### src/rtl/mem_spi_pkg.sv
// Shared SPI flash definitions: opcodes, status-register bit positions and the responder FSM states.
// Also used by mem_transaction_fsm, so opcode values here are the single source of truth.
package mem_spi_pkg;

    localparam logic [7:0] CMD_WRSR  = 8'h01;
    localparam logic [7:0] CMD_PP    = 8'h02;
    localparam logic [7:0] CMD_READ  = 8'h03;
    localparam logic [7:0] CMD_WRDI  = 8'h04;
    localparam logic [7:0] CMD_RDSR1 = 8'h05;
    localparam logic [7:0] CMD_WREN  = 8'h06;
    localparam logic [7:0] CMD_RDSR2 = 8'h35;
    localparam logic [7:0] CMD_QREAD = 8'h6B;

    localparam int unsigned SR1_WIP = 0;
    localparam int unsigned SR1_WEL = 1;
    localparam int unsigned SR2_QE  = 1;

    typedef enum logic [3:0] {
        StIdle,
        StCmd,
        StAddr,
        StDummy,
        StStat,
        StRd1,
        StRd4,
        StWdata,
        StWait,
        StIgnore
    } spi_state_e;

endpackage

### src/rtl/mem_spi_edge_sync.sv
// Brings the host's sclk, cs_n and io pins into the clk domain and flags sclk/cs_n edges.
// io is delayed by the same two flops as sclk so a detected rise sees the matching data bit.
module mem_spi_edge_sync (
    input  logic       clk,
    input  logic       rst_n,
    input  logic       sclk,
    input  logic       cs_n,
    input  logic [3:0] io_in,
    output logic       sclk_rise,
    output logic       sclk_fall,
    output logic       cs_rise,
    output logic       cs_fall,
    output logic [3:0] io_s
);

    logic       sclk_m, sclk_s, sclk_q;
    logic       cs_m, cs_s, cs_q;
    logic [3:0] io_m;

    // cs_n chain resets high so a deselected host never looks like a fresh select.
    always_ff @(posedge clk or negedge rst_n) begin
        if (!rst_n) begin
            sclk_m <= 1'b0;
            sclk_s <= 1'b0;
            sclk_q <= 1'b0;
            cs_m   <= 1'b1;
            cs_s   <= 1'b1;
            cs_q   <= 1'b1;
            io_m   <= '0;
            io_s   <= '0;
        end else begin
            sclk_m <= sclk;
            sclk_s <= sclk_m;
            sclk_q <= sclk_s;
            cs_m   <= cs_n;
            cs_s   <= cs_m;
            cs_q   <= cs_s;
            io_m   <= io_in;
            io_s   <= io_m;
        end
    end

    assign sclk_rise = sclk_s & ~sclk_q;
    assign sclk_fall = ~sclk_s & sclk_q;
    assign cs_rise   = cs_s & ~cs_q;
    assign cs_fall   = ~cs_s & cs_q;

endmodule

### src/rtl/mem_spi_flash_responder.sv
// SPI/QSPI flash target serving READ, QREAD, PP, WRSR and status commands from a byte-wide
// synchronous memory port; all SPI signals are oversampled by clk.
module mem_spi_flash_responder
    import mem_spi_pkg::*;
#(
    parameter int unsigned MEM_AW      = 16,
    parameter int unsigned PROG_CYCLES = 64
) (
    input  logic              clk,
    input  logic              rst_n,
    input  logic              sclk,
    input  logic              cs_n,
    input  logic [3:0]        io_in,
    output logic [3:0]        io_out,
    output logic [3:0]        io_oe,
    output logic [MEM_AW-1:0] mem_addr,
    output logic              mem_re,
    input  logic [7:0]        mem_rdata,
    output logic              mem_we,
    output logic [7:0]        mem_wdata,
    output logic [7:0]        status
);

    localparam int unsigned TW = $clog2(PROG_CYCLES + 1);

    logic              sclk_rise, sclk_fall, cs_rise, cs_fall;
    logic [3:0]        io_s;
    spi_state_e        state;
    logic [4:0]        bit_cnt;
    logic [MEM_AW-2:0] shift;
    logic [MEM_AW-1:0] rx_word, addr;
    logic [7:0]        rx_byte, cmd, tx_sr, data_buf, cur_byte, sr1, sr2;
    logic [2:0]        rd_bit;
    logic [1:0]        wr_cnt;
    logic              wrsr_qe, fetch_q, wel, wip, qe, unused_io;
    logic [TW-1:0]     timer;

    mem_spi_edge_sync u_sync (
        .clk       (clk),
        .rst_n     (rst_n),
        .sclk      (sclk),
        .cs_n      (cs_n),
        .io_in     (io_in),
        .sclk_rise (sclk_rise),
        .sclk_fall (sclk_fall),
        .cs_rise   (cs_rise),
        .cs_fall   (cs_fall),
        .io_s      (io_s)
    );

    // Only MEM_AW address bits are kept, so the upper SPI address bits simply shift out.
    assign rx_word   = {shift, io_s[0]};
    assign rx_byte   = rx_word[7:0];
    assign unused_io = ^io_s[3:1];

    always_comb begin
        sr1          = '0;
        sr1[SR1_WEL] = wel;
        sr1[SR1_WIP] = wip;
        sr2          = '0;
        sr2[SR2_QE]  = qe;
    end

    assign cur_byte = (state == StStat) ? ((cmd == CMD_RDSR2) ? sr2 : sr1) : data_buf;
    assign status   = sr1;

    always_ff @(posedge clk or negedge rst_n) begin
        if (!rst_n) begin
            state     <= StIdle;
            bit_cnt   <= '0;
            shift     <= '0;
            cmd       <= '0;
            tx_sr     <= '0;
            data_buf  <= '0;
            rd_bit    <= '0;
            addr      <= '0;
            wr_cnt    <= '0;
            wrsr_qe   <= 1'b0;
            fetch_q   <= 1'b0;
            wel       <= 1'b0;
            wip       <= 1'b0;
            qe        <= 1'b0;
            timer     <= '0;
            io_out    <= '0;
            io_oe     <= '0;
            mem_addr  <= '0;
            mem_re    <= 1'b0;
            mem_we    <= 1'b0;
            mem_wdata <= '0;
        end else begin
            mem_re  <= 1'b0;
            mem_we  <= 1'b0;
            fetch_q <= mem_re;
            if (fetch_q) data_buf <= mem_rdata;

            if (wip) begin
                if (timer <= TW'(1)) begin
                    wip   <= 1'b0;
                    wel   <= 1'b0;
                    timer <= '0;
                end else begin
                    timer <= timer - TW'(1);
                end
            end

            // Deselect ends every transaction; only fully received commands commit here.
            if (cs_rise) begin
                state  <= StIdle;
                io_oe  <= '0;
                io_out <= '0;
                if (state == StWait && cmd == CMD_WREN) wel <= 1'b1;
                if (state == StWait && cmd == CMD_WRDI) wel <= 1'b0;
                if (state == StWdata && ((cmd == CMD_PP && wr_cnt != 2'd0) ||
                                         (cmd == CMD_WRSR && wr_cnt >= 2'd2))) begin
                    wip   <= 1'b1;
                    timer <= TW'(PROG_CYCLES);
                    if (cmd == CMD_WRSR) qe <= wrsr_qe;
                end
            end else begin
                unique case (state)
                    StIdle: if (cs_fall) begin
                        state   <= StCmd;
                        bit_cnt <= '0;
                    end
                    StCmd: if (sclk_rise) begin
                        shift   <= rx_word[MEM_AW-2:0];
                        bit_cnt <= bit_cnt + 5'd1;
                        if (bit_cnt == 5'd7) begin
                            cmd     <= rx_byte;
                            bit_cnt <= '0;
                            rd_bit  <= '0;
                            wr_cnt  <= '0;
                            if (wip && rx_byte != CMD_RDSR1 && rx_byte != CMD_RDSR2) begin
                                state <= StIgnore;
                            end else begin
                                case (rx_byte)
                                    CMD_WREN, CMD_WRDI:   state <= StWait;
                                    CMD_RDSR1, CMD_RDSR2: begin
                                        state <= StStat;
                                        io_oe <= 4'b0010;
                                    end
                                    CMD_WRSR:  state <= wel ? StWdata : StIgnore;
                                    CMD_READ:  state <= StAddr;
                                    CMD_QREAD: state <= qe ? StAddr : StIgnore;
                                    CMD_PP:    state <= wel ? StAddr : StIgnore;
                                    default:   state <= StIgnore;
                                endcase
                            end
                        end
                    end
                    StAddr: if (sclk_rise) begin
                        shift   <= rx_word[MEM_AW-2:0];
                        bit_cnt <= bit_cnt + 5'd1;
                        if (bit_cnt == 5'd23) begin
                            bit_cnt <= '0;
                            addr    <= rx_word;
                            if (cmd == CMD_PP) begin
                                state <= StWdata;
                            end else begin
                                mem_re   <= 1'b1;
                                mem_addr <= rx_word;
                                if (cmd == CMD_READ) begin
                                    state <= StRd1;
                                    io_oe <= 4'b0010;
                                end else begin
                                    state <= StDummy;
                                end
                            end
                        end
                    end
                    StDummy: if (sclk_rise) begin
                        bit_cnt <= bit_cnt + 5'd1;
                        if (bit_cnt == 5'd7) begin
                            state <= StRd4;
                            io_oe <= 4'b1111;
                        end
                    end
                    StStat, StRd1: if (sclk_fall) begin
                        rd_bit <= rd_bit + 3'd1;
                        if (rd_bit == 3'd0) begin
                            io_out <= {2'b00, cur_byte[7], 1'b0};
                            tx_sr  <= {cur_byte[6:0], 1'b0};
                            if (state == StRd1) addr <= addr + MEM_AW'(1);
                        end else begin
                            io_out <= {2'b00, tx_sr[7], 1'b0};
                            tx_sr  <= {tx_sr[6:0], 1'b0};
                        end
                        // Fetch the next byte while its predecessor's last bit is on the wire.
                        if (rd_bit == 3'd7 && state == StRd1) begin
                            mem_re   <= 1'b1;
                            mem_addr <= addr;
                        end
                    end
                    StRd4: if (sclk_fall) begin
                        rd_bit <= {2'b00, ~rd_bit[0]};
                        if (!rd_bit[0]) begin
                            io_out <= cur_byte[7:4];
                            tx_sr  <= {cur_byte[3:0], 4'h0};
                            addr   <= addr + MEM_AW'(1);
                        end else begin
                            io_out   <= tx_sr[7:4];
                            mem_re   <= 1'b1;
                            mem_addr <= addr;
                        end
                    end
                    StWdata: if (sclk_rise) begin
                        shift   <= rx_word[MEM_AW-2:0];
                        bit_cnt <= bit_cnt + 5'd1;
                        if (bit_cnt == 5'd7) begin
                            bit_cnt <= '0;
                            if (wr_cnt != 2'd3) wr_cnt <= wr_cnt + 2'd1;
                            if (cmd == CMD_PP) begin
                                mem_we    <= 1'b1;
                                mem_addr  <= addr;
                                mem_wdata <= rx_byte;
                                addr      <= {addr[MEM_AW-1:8], addr[7:0] + 8'd1};
                            end else if (wr_cnt == 2'd1) begin
                                wrsr_qe <= rx_byte[SR2_QE];
                            end
                        end
                    end
                    default: ;
                endcase
            end
        end
    end

endmodule
### config.mk
export PLATFORM = sky130hd
export DESIGN_NAME = mem_spi_flash_responder
export DESIGN_NICKNAME = d
export VERILOG_FILES = /design/src/rtl/mem_spi_pkg.sv /design/src/rtl/mem_spi_edge_sync.sv /design/src/rtl/mem_spi_flash_responder.sv
export SDC_FILE = /design/constraint.sdc
export NUM_CORES = 1
export LEC_CHECK = 0
export ABC_AREA = 1
export CELL_PAD_IN_SITES_DETAIL_PLACEMENT = 2
export CELL_PAD_IN_SITES_GLOBAL_PLACEMENT = 2
export CORE_MARGIN = 5
export CORE_UTILIZATION = 34
export DETAILED_ROUTE_END_ITERATION = 10
export GPL_TIMING_DRIVEN = 0
export PLACE_DENSITY = 0.91
export SLEW_MARGIN = 20
export SYNTH_ARGS = -nofsm -noshare
export SYNTH_HDL_FRONTEND = slang
export SYNTH_SLANG_ARGS = --single-unit
### constraint.sdc
create_clock -name clk -period 2.6 [get_ports clk]
set_input_delay 0.78 -clock clk [delete_from_list [all_inputs] [get_ports clk]]
set_output_delay 0.78 -clock clk [all_outputs]
set_load 0.1 [all_outputs]
[Word-level counts from Yosys, hierarchy flattened]
Index checks and enable logic that the tools add are counted.
Storage, ports and cells
  register bits: 123
  output and inout port bits: 42
  word-level logic and storage cells: 260
  input bits: 16
Cells by class
  bitwise logic cells: 12
  equality and inequality tests: 61
  reduce and logical (&&, ||, !) cells: 41
  add/sub/neg operators: 6
  magnitude comparators: 2
  mux-type cells: 108
Operators by type and width (count)
  two-way mux 16 bit: 17
  one-hot mux 16 bit (4 select lines): 2
  two-way mux 4 bit: 27
  two-way mux 8 bit: 8
  equality test 8 x 3 -> 1 bit, second input constant: 5
  inequality test 3 bit, second input constant: 13
  equality test 8 x 2 -> 1 bit, second input constant: 4
  inequality test 2 bit, second input constant: 16
  two-way mux 5 bit: 6
  two-way mux 7 bit: 4
  one-hot mux 4 bit (6 select lines): 1
  AND reduction 12 bit: 2
  two-way mux 1 bit: 22
  one-hot mux 5 bit (4 select lines): 1
  two-way mux 3 bit: 6
  AND reduction 6 bit: 3
  adder 16 x 1 -> 16 bit, second input constant: 1
  equality test 4 x 3 -> 1 bit, second input constant: 4
  equality test 8 x 1 -> 1 bit, second input constant: 2
  equality test 8 x 6 -> 1 bit, second input constant: 2
  one-hot mux 4 bit (4 select lines): 1
  one-hot mux 8 bit (2 select lines): 1
  two-way mux 2 bit: 7
  one-hot mux 4 bit (3 select lines): 1
  other kinds (41): 74

[Depth between registers and ports, before layout]
  depth in word-level cells: 8
  depth in mapped cells: 12
  depth with buffers taken out: 11

[Modules after synthesis]
Synthesis repeated with hierarchy kept, for this count alone.
Second synthesis, totals
  cells, all modules: 875
  area total of the unflattened synthesis: 6585.1 sq um
By module, submodules not included
  mem_spi_flash_responder: instances 1, area an instance 6200.9 sq um, cells an instance 853, sequential area each 2802.7 sq um
  mem_spi_edge_sync: instances 1, area an instance 384.1 sq um, cells an instance 22, sequential area each 354.1 sq um

[Least setup slack after synthesis]
OpenSTA, ideal clock, no wires.
  path kind: register to output
  start point: reg io_oe[2]
  end point: out io_oe[2]
  data required time: 1.820 ns
  path slack: 0.463 ns
  buffers on the path: 1
  cell stages (with the launch flop): 2
  data arrival time: 1.357 ns
  path through: dfrtp_1 -> buf_4
RTL lines
  start, declared: line mem_spi_flash_responder.sv:15  | output logic [3:0] io_oe,
  start signal, assigned: line mem_spi_flash_responder.sv:85  | io_oe <= '0;
  start signal, assigned: line mem_spi_flash_responder.sv:109  | io_oe <= '0;
  start signal, assigned: line mem_spi_flash_responder.sv:140  | io_oe <= 4'b0010;
No word-level cell between the ends.

==> results.md <==
- Unrepaired setup endpoints after global routing: no
- CTS Buf Count: 17
- Num rows: 51
- Dpl cells: 1215
- Layout area overhead: 21.7%
- DR pass1 iterations: 4
- Post-route cell area: 8080 sq um
- Max Cap Violations: 0
- Tcrit/Tclk final: 98.8%
- Final min period: 2570 ps
- Crit-path cells: dlygate4sd2_1
- Arr. time, crit path: 1790 ps
- Via/cell ratio: 5.43
- Placed cell area: 7500 sq um
- Maximum clock rate: 0.389 GHz
- Non-filler cells, final: 1246
- Worst Hold Class: input pin to async pin
- Max Buffers Root-to-Sink: 2
- Post-synth EDFFs: 0
- Buf+Inv Stages, Crit Path: 1
- Drt wl/cell: 22.3 microns
- Data required, critical path: 1820 ps
- Sequential fraction of the synthesis area: 45.3%
- Core area: 19300 sq um
- Synth Cell Area: 6640 sq um
- Clock transition at path regs: 70 ps
- Fraction of final layout cells sized beyond drive strength 1: 9.68%
- Top delay family on crit path: buffers and inverters
- Root Driver: clkbuf_16
- Kind of critical path: register to primary output
- Syn Inst Count: 896
- CTS tree: yes
- Primary FF master, synth: dfrtp_1
- Largest net degree at the start of global routing: 77
- Initial drt markers: 342
- LEAKAGE: 0.00406 uW
- Num ports: 58
- Critical-path top delay cell: dlygate4sd2_1
- Netlist cell types: 35
- Most frequent cells in the layout: nand2_1 (272), dfrtp_1 (117), inv_1 (91)
- Final Routed Wirelength: 27700 microns
- Crit. End Element: primary output
- GR Util All Layers: 25.4%
- H-tree depth: 4
- Finish-stage setup viols: 0
- Die Wd: 150 microns
- Fin Hold WS: 250 ps
- DR vias: 6770
- Asr flop ratio synth: 100%
- Post-synthesis sequential element count: 120
- Die area: 22400 sq um
- Setup TNS: 0 ps
- Sink Count: 120
- Starting Density: 34.3%
- Nets@finish: 997
- Final Slew Violations: 0
- Status: finished, final reports clean
- RD Place Congestion: 0.825
- Commonest non-fill, non-tap cell in the layout: nand2_1
- Clk_lat worst skew: 440 ps
- CP max FO: 4
- Vias in the first global route: 7629
- Synth warn: 0
- Synthesized area per cell: 7.41 sq um
- Worst-Margin Slew: 983 ps
- DP HPWL: 17000 microns
- Worst path max stage delay: 900 ps
- Post-synth top area share: 44.1%
- Area contributors post-synth: dfrtp_1 (44%), nand2_1 (15%), o21ai_0 (6.6%)
- Initial antenna violation count: 0
- Max VDD drop: 0.508 mV
- Post-route ant nets: 0
- Number of I/O port buffers: 48
- CTS Hold Buffers Added: 0
- Critical path startpoint category: register
- PD cells: 928 nW/um^2
- First-pass GRT wire length: 43600 microns
- Drt drc: 0
- Worst Skew: 12.6 ps
- Final Hold Violating Endpoints: 0
- Slew HR: 34.7%
- Synth area leader: dfrtp_1
- # diodes: 0
- GRT overflow: 0
- Die Y: 150 microns
- Finished Core Util: 41.8%
## stage by stage
step / power (uW) / worst slack [ps]
floorplan: 4010 / 463
global placement: 4580 / -4310
detailed placement: 4750 / 67.5
CTS: 7500 / 21.6
global route: 7810 / 19.7
finish: 7490 / 30.7
## power by group
group | total, uW | switching [uW] | internal (uW)
registers | 2480 | 321 | 2160
logic | 2440 | 1880 | 563
clock network | 2570 | 985 | 1580
## cells by family (layout without fill, tap and decap cells)
kind of cell,count (synthesis),count (layout),synth area share [%]
other cells,1,6,0.0565
buf+inv,129,209,8.44
simple gates,490,490,31.7
flops,120,120,45.3
xor+xnor,8,8,1.06
compound gates,133,133,10.6
fa+ha+maj,13,13,2.45
mux,2,2,0.339
## state kept, by name, indices dropped and copies added (netlist names), 5 cells and up
name	flops
bit_cnt	5
addr	16
mem_addr	16
cmd	8
timer	7
tx_sr	7
shift	15
data_buf	8
mem_wdata	8
## layer usage
metal / track usage [%] / share of wire [%]
met5: 0 / 0
met1: 30.6 / 42
met4: 11.0 / 3.7
met2: 44.9 / 50
met3: 3.97 / 3.4
## synth_stat cells, types with 5 or more instances
cell        n
a21oi_1    25
a22oi_1     5
buf_2       7
buf_4      14
clkbuf_1   10
dfrtp_1   117
ha_1       13
inv_1      92
nand2_1   272
nand3_1    86
nand4_1     8
nor2_1     87
nor2_2      5
nor2_4      6
nor3_1     15
o21ai_0    87
o21ai_1     6
xor2_1      8
## path summary, 6_finish.rpt
path	from	to	slack, ps	depth (start not counted)
setup / recovery	io_oe[2]$_DFFE_PN0P_	io_oe[0]	30	1
hold / removal	rst_n	wel$_DFF_PN0_	250	1
setup reg to reg	u_sync.cs_q$_DFF_PN1_	addr[7]$_DFFE_PN0P_	160	9
hold reg to reg	u_sync.io_m[0]$_DFF_PN0_	u_sync.io_s[0]$_DFF_PN0_	350	0
max in group asynchronous	rst_n	tx_sr[4]$_DFFE_PN0P_	1630	2
min in group clk	u_sync.io_m[0]$_DFF_PN0_	u_sync.io_s[0]$_DFF_PN0_	350	0
## timing repair
item | in CTS | in global routing
buffers inserted | 0 | 0
gates resized for setup | 43 | 1
gates cloned | 0 | 0
endpoints found under the setup margin | 49 | 3
## area by class of cell
type	instances	area, sq um
Timing Repair Buffer	49	472
Multi-Input combinational cell	652	3090
Sequential cell	120	3010
Clock buffer	21	470
Clock inverter	11	145
Tap cell	265	332
Fill cell	2234	11300
Inverter	96	360
Buffer	32	198
Power figures use the tool's default switching activity.
